<file path="src/rtl/wb_pipe_pkg.sv">
// rtl/wb_pipe_pkg.sv - shared widths and occupancy-width helper for the writeback pipe register
package wb_pipe_pkg;
    localparam int WB_DATA_W     = 32;
    localparam int WB_MAX_STAGES = 8;

    // Bits needed to count 0..n live slots.
    function automatic int wb_occ_w(input int n);
        return $clog2(n + 1);
    endfunction
endpackage

</file>
<file path="src/rtl/wb_pipe_slot.sv">
// rtl/wb_pipe_slot.sv - one pipe slot: valid bit plus payload register with load/hold/clear
module wb_pipe_slot
    import wb_pipe_pkg::*;
#(
    parameter int DATA_W = WB_DATA_W
) (
    input  logic              clk,
    input  logic              rst_n,
    input  logic              i_clear,
    input  logic              i_load,
    input  logic              i_valid,
    input  logic [DATA_W-1:0] i_data,
    output logic              o_valid,
    output logic [DATA_W-1:0] o_data
);
    logic              r_valid;
    logic [DATA_W-1:0] r_data;

    // Clear kills only the valid bit; payload is captured only for live entries.
    always_ff @(posedge clk or negedge rst_n) begin
        if (!rst_n) begin
            r_valid <= 1'b0;
            r_data  <= '0;
        end else if (i_clear) begin
            r_valid <= 1'b0;
        end else if (i_load) begin
            r_valid <= i_valid;
            if (i_valid) begin
                r_data <= i_data;
            end
        end
    end

    assign o_valid = r_valid;
    assign o_data  = r_data;
endmodule

</file>
<file path="src/rtl/wb_pipe_reg.sv">
// rtl/wb_pipe_reg.sv - bubble-collapsing writeback pipe register; optional stats via WB_PIPE_STATS_EN
module wb_pipe_reg
    import wb_pipe_pkg::*;
#(
    parameter int DATA_W     = WB_DATA_W,
    parameter int NUM_STAGES = 1
) (
    input  logic                                clk,
    input  logic                                rst_n,
    input  logic                                in_valid,
    output logic                                in_ready,
    input  logic [DATA_W-1:0]                   in_data,
    input  logic                                flush,
    output logic                                out_valid,
    input  logic                                out_ready,
    output logic [DATA_W-1:0]                   out_data,
    output logic [wb_occ_w(NUM_STAGES)-1:0]     occupancy
`ifdef WB_PIPE_STATS_EN
    ,
    output logic [31:0]                         stall_cnt,
    output logic [31:0]                         xfer_cnt
`endif
);
    localparam int OCC_W = wb_occ_w(NUM_STAGES);

    logic [NUM_STAGES-1:0] w_valid;
    logic [NUM_STAGES-1:0] w_open;
    logic [DATA_W-1:0]     w_data [NUM_STAGES];
    logic                  w_head_xfer;
    logic [OCC_W-1:0]      w_occ;

    assign out_valid   = w_valid[NUM_STAGES-1] && !flush;
    assign out_data    = w_data[NUM_STAGES-1];
    assign w_head_xfer = out_valid && out_ready;

    // A slot can load when it is empty or its entry moves on; evaluated from head back to slot 0.
    always_comb begin
        w_open = '0;
        w_open[NUM_STAGES-1] = !w_valid[NUM_STAGES-1] || w_head_xfer;
        for (int i = NUM_STAGES - 2; i >= 0; i--) begin
            w_open[i] = !w_valid[i] || w_open[i+1];
        end
    end

    assign in_ready = !flush && w_open[0];

    for (genvar g = 0; g < NUM_STAGES; g++) begin : g_slot
        logic              w_src_valid;
        logic [DATA_W-1:0] w_src_data;

        if (g == 0) begin : g_first
            assign w_src_valid = in_valid;
            assign w_src_data  = in_data;
        end else begin : g_next
            assign w_src_valid = w_valid[g-1];
            assign w_src_data  = w_data[g-1];
        end

        wb_pipe_slot #(
            .DATA_W (DATA_W)
        ) u_slot (
            .clk     (clk),
            .rst_n   (rst_n),
            .i_clear (flush),
            .i_load  (w_open[g]),
            .i_valid (w_src_valid),
            .i_data  (w_src_data),
            .o_valid (w_valid[g]),
            .o_data  (w_data[g])
        );
    end

    always_comb begin
        w_occ = '0;
        for (int i = 0; i < NUM_STAGES; i++) begin
            w_occ = w_occ + OCC_W'(w_valid[i]);
        end
    end

    assign occupancy = w_occ;

`ifdef WB_PIPE_STATS_EN
    logic [31:0] r_stall_cnt;
    logic [31:0] r_xfer_cnt;

    always_ff @(posedge clk or negedge rst_n) begin
        if (!rst_n) begin
            r_stall_cnt <= '0;
            r_xfer_cnt  <= '0;
        end else begin
            if (out_valid && !out_ready && (r_stall_cnt != 32'hFFFF_FFFF)) begin
                r_stall_cnt <= r_stall_cnt + 32'd1;
            end
            if (w_head_xfer && (r_xfer_cnt != 32'hFFFF_FFFF)) begin
                r_xfer_cnt <= r_xfer_cnt + 32'd1;
            end
        end
    end

    assign stall_cnt = r_stall_cnt;
    assign xfer_cnt  = r_xfer_cnt;
`endif
endmodule
</file>
<file path="config.mk">
export PLATFORM = sky130hd
export DESIGN_NAME = wb_pipe_reg
export DESIGN_NICKNAME = d
export VERILOG_FILES = /design/src/rtl/wb_pipe_pkg.sv /design/src/rtl/wb_pipe_slot.sv /design/src/rtl/wb_pipe_reg.sv
export SDC_FILE = /design/constraint.sdc
export NUM_CORES = 1
export LEC_CHECK = 0
export ABC_AREA = 1
export CAP_MARGIN = 20
export CORE_UTILIZATION = 39
export DETAILED_ROUTE_END_ITERATION = 16
export PLACE_DENSITY = 0.82
export SYNTH_ARGS = -nofsm -noshare
export SYNTH_HDL_FRONTEND = slang
export SYNTH_HIERARCHICAL = 1
export SYNTH_SLANG_ARGS = --single-unit
</file>
<file path="constraint.sdc">
create_clock -name clk -period 1.25 [get_ports clk]
set_input_delay 0.25 -clock clk [delete_from_list [all_inputs] [get_ports clk]]
set_output_delay 0.25 -clock clk [all_outputs]
set_load 0.01 [all_outputs]
</file>
==> reports/results.tsv <==
stage	metric	value	unit
layout	post-route-cell-area	2300	um2
floorplanning	initial_core_util	41.3	%
worst_setup_path	cp.arrival	1.01	ns
synthesis	netlist_area	1400	um2
worst_setup_path	worst-path-buf-inv	1	
synthesis	synth_edf_count	0	
route	viasPerCell	4.90	
clocking	insertion_delay	0.33	ns
clocking	htree_levels	2	
worst_setup_path	required	1.00	ns
global_route	grt_pass1_vias	1207	
power	ir_worst_vdd	582	uV
clocking	clock_path_buffers	2	
synthesis	ys_top_cells_by_count	65 x nand2_1, 33 x dfrtp_1, 32 x nand4_1	
layout	diodes	0	
timing	setup_viol	1	
global_route	grt_overflow	0	
layout	area_growth	64.5	%
placement	dpl-instance-area	2210	um2
synthesis	synth_top_area_share	59.0	%
timing	finalHoldViolCount	0	
synthesis	syn_inst	152	
timing	min_period_over_period	101	%
placement	gp_congestion	0.673	
worst_setup_path	reg2reg_depth	6	
clocking	cts_sinks	33	
synthesis	synth_area_leaders	dfrtp_1 59%, nand2_1 17%, nand4_1 14%	
power	p_leak	1.22	nW
layout	drive_gt1_share	27.9	%
clocking	clk_pin_slew_worst_paths	0.10	ns
placement	portBuffers	71	
route	firstDrtPassIters	4	
worst_setup_path	worstSetupEndpointType	output pin	
timing	slew-limit-headroom	86.0	%
global_route	antenna_found_initial	0	
global_route	grtUsageTotal	19.3	%
timing	tightest_slew	0.210	ns
timing	skew	0.00969	ns
placement	hpwl	2.31	mm
hold_path	hold_path_class	in -> async	
synthesis	synth_seq_area_share	59.0	%
worst_setup_path	crit_chain	a21oi_1, buf_2	
synthesis	synth.most_common_cell	nand2_1	
worst_setup_path	timing.rr.end	g_slot[0].u_slot/o_data[27]	
worst_setup_path	path_max_fanout	4	
timing	fmax	0.796	GHz
clocking	numCtsBuffers	5	
worst_setup_path	cp_top_family	flip-flops	
floorplanning	core	3390	um2
run	max_cap_violations	0	
status	status	finished with violations	
placement	placed_cells	266	
synthesis	async_flop_share	100	%
synthesis	ys_seq_elements	33	
synthesis	synthesis.nets	189	
route	wire_per_inst	13.2	um
route	routed-via-count	1400	
layout	stdcell_count	286	
global_route	grt_pass1_wl	5.24	mm
timing	setup_tns	-0.00669	ns
power	power_density	1270	nW/um2
global_route	grt_max_degree	34	
layout	fin_nets	276	
synthesis	synth_ff_type	dfrtp_1	
route	drcViolationCount	0	
clocking	cts_tree	yes	
route	drt-initial-drc-count	66	
status	failed_checks	setup timing	
layout	final_util	68.0	%
floorplanning	die_x	61.9	um
worst_setup_path	setup.worst_path.start_class	flip-flop	
worst_setup_path	path_class	reg -> out	
synthesis	syn_avg_cell_area	9.21	um2
floorplanning	num_rows	21	
floorplanning	die_area	3830	um2
synthesis	synthDistinctLibCells	12	
worst_setup_path	crit_path_top_delay_cell	dfrtp_1	
timing	period_minus_slack	1.26	ns
synthesis	synth_largest_area_cell	dfrtp_1	
clocking	cts_hold_buf	0	
route	drt-total-wl	3.78	mm
clocking	root_buffer	clkbuf_4	
timing	rsz0062_at_grt	yes	
worst_setup_path	reg2reg_setup_slack	0.02	ns
timing	holdWs	0.271	ns
timing	slew_violations	0	
floorplanning	pin_count	72	
route	ant_nets	0	
worst_setup_path	r2r_start	g_slot[0].u_slot/o_valid	
timing	setup_slack	-0.00669	ns
synthesis	yosys_warnings	6	
worst_setup_path	max_stage_delay	0.42	ns
floorplanning	fp.dieH	61.9	um
state kept, by name, indices dropped and copies added, names as in the netlist:
register               cells
g_slot.u_slot/o_data      32
g_slot.u_slot/o_valid      1
routing by layer:
layer / share of wire (%) / wire length, um / track usage [%] / vias to the layer above
met1: 42 / 1570 / 21.8 / 645
met5: 0 / 0 / 0 / -
met3: 7.2 / 271 / 7.87 / 6
met4: 1.3 / 48 / 6.67 / 0
met2: 50 / 1890 / 32.9 / 61
li1: - / - / - / 688
power by group:
part	switching, mW	internal, mW	leakage, nW
combinational	0.374	0.408	0.760
sequential	0.0878	1.23	0.410
clock	0.344	0.478	0.0455
through the flow:
| step | worst slack [ns] | total power, mW |
|---|---|---|
| 6_report | -0.00669 | 2.92 |
| 5_1_grt | -0.0706 | 3.11 |
| 3_5_place_dp | -0.414 | 2.18 |
| 4_1_cts | -0.0226 | 2.98 |
| 3_3_place_gp | -0.399 | 2.16 |
| 2_1_floorplan | 0.132 | 1.63 |
cell families after synthesis:
family                 count (synthesis)  share of synthesized area (%)
AOI/OAI and AO/OA                      3                           1.07
buffers and inverters                 17                           6.70
DFF                                   33                           59.0
and+or+nand+nor                       99                           33.2
cell usage in the layout (no fill, tap or decap):
cell type / Yosys / final
clkbuf_2: 0 / 29
clkbuf_16: 0 / 3
o21ai_0: 1 / 1
clkbuf_1: 0 / 1
inv_2: 1 / 2
dlymetal6s2s_1: 0 / 2
nand3_4: 1 / 1
dfrtp_1: 33 / 33
nor2_1: 1 / 1
clkbuf_8: 0 / 1
inv_1: 2 / 1
o21ai_4: 0 / 1
buf_2: 9 / 3
clkdlybuf4s15_1: 0 / 3
clkdlybuf4s50_1: 0 / 34
buf_12: 0 / 3
nand2_2: 0 / 1
bufinv_16: 0 / 1
nand2_1: 65 / 64
clkbuf_4: 0 / 5
buf_6: 0 / 3
buf_4: 5 / 14
nand4_1: 32 / 32
a21oi_1: 1 / 1
how the worst max path moves through the flow:
stage,start,to,cells past startpoint
2_1_floorplan,g_slot[0].u_slot/o_valid,g_slot[0].u_slot/o_data[0],6
3_5_place_dp,out_ready,in_ready,4
5_1_grt,g_slot[0].u_slot/o_valid,out_valid,3
4_1_cts,g_slot[0].u_slot/o_valid,out_valid,3
6_report,g_slot[0].u_slot/o_valid,in_ready,2
3_3_place_gp,out_ready,in_ready,4
cell type report:
| cell class | instances | area (um2) |
|---|---|---|
| clock buffers | 7 | 55.1 |
| repair buffers | 94 | 830 |
| inverters | 3 | 11.3 |
| well taps | 46 | 57.6 |
| fillers | 280 | 1090 |
| multi-input cells | 102 | 494 |
| flip-flops and latches | 33 | 826 |
| clock inverters | 1 | 30.0 |
worst reg2reg max path: stages, from the launching register on:
cell,delay (ns)
dfrtp_1,0.42
buf_4,0.16
o21ai_4,0.08
nand3_4,0.17
clkbuf_16,0.21
nand2_1,0.06
nand2_1,0.05
what timing repair did:
action | 4_1_cts | 5_1_grt
setup endpoints to repair | 56 | 54
cloned | 0 | 4
gates resized for setup | 78 | 34
buffers inserted | 8 | 0
endpoints found under the hold margin | 0 | 0
pin swaps | 2 | 3
No activity file was read; power rests on OpenSTA's default activity.
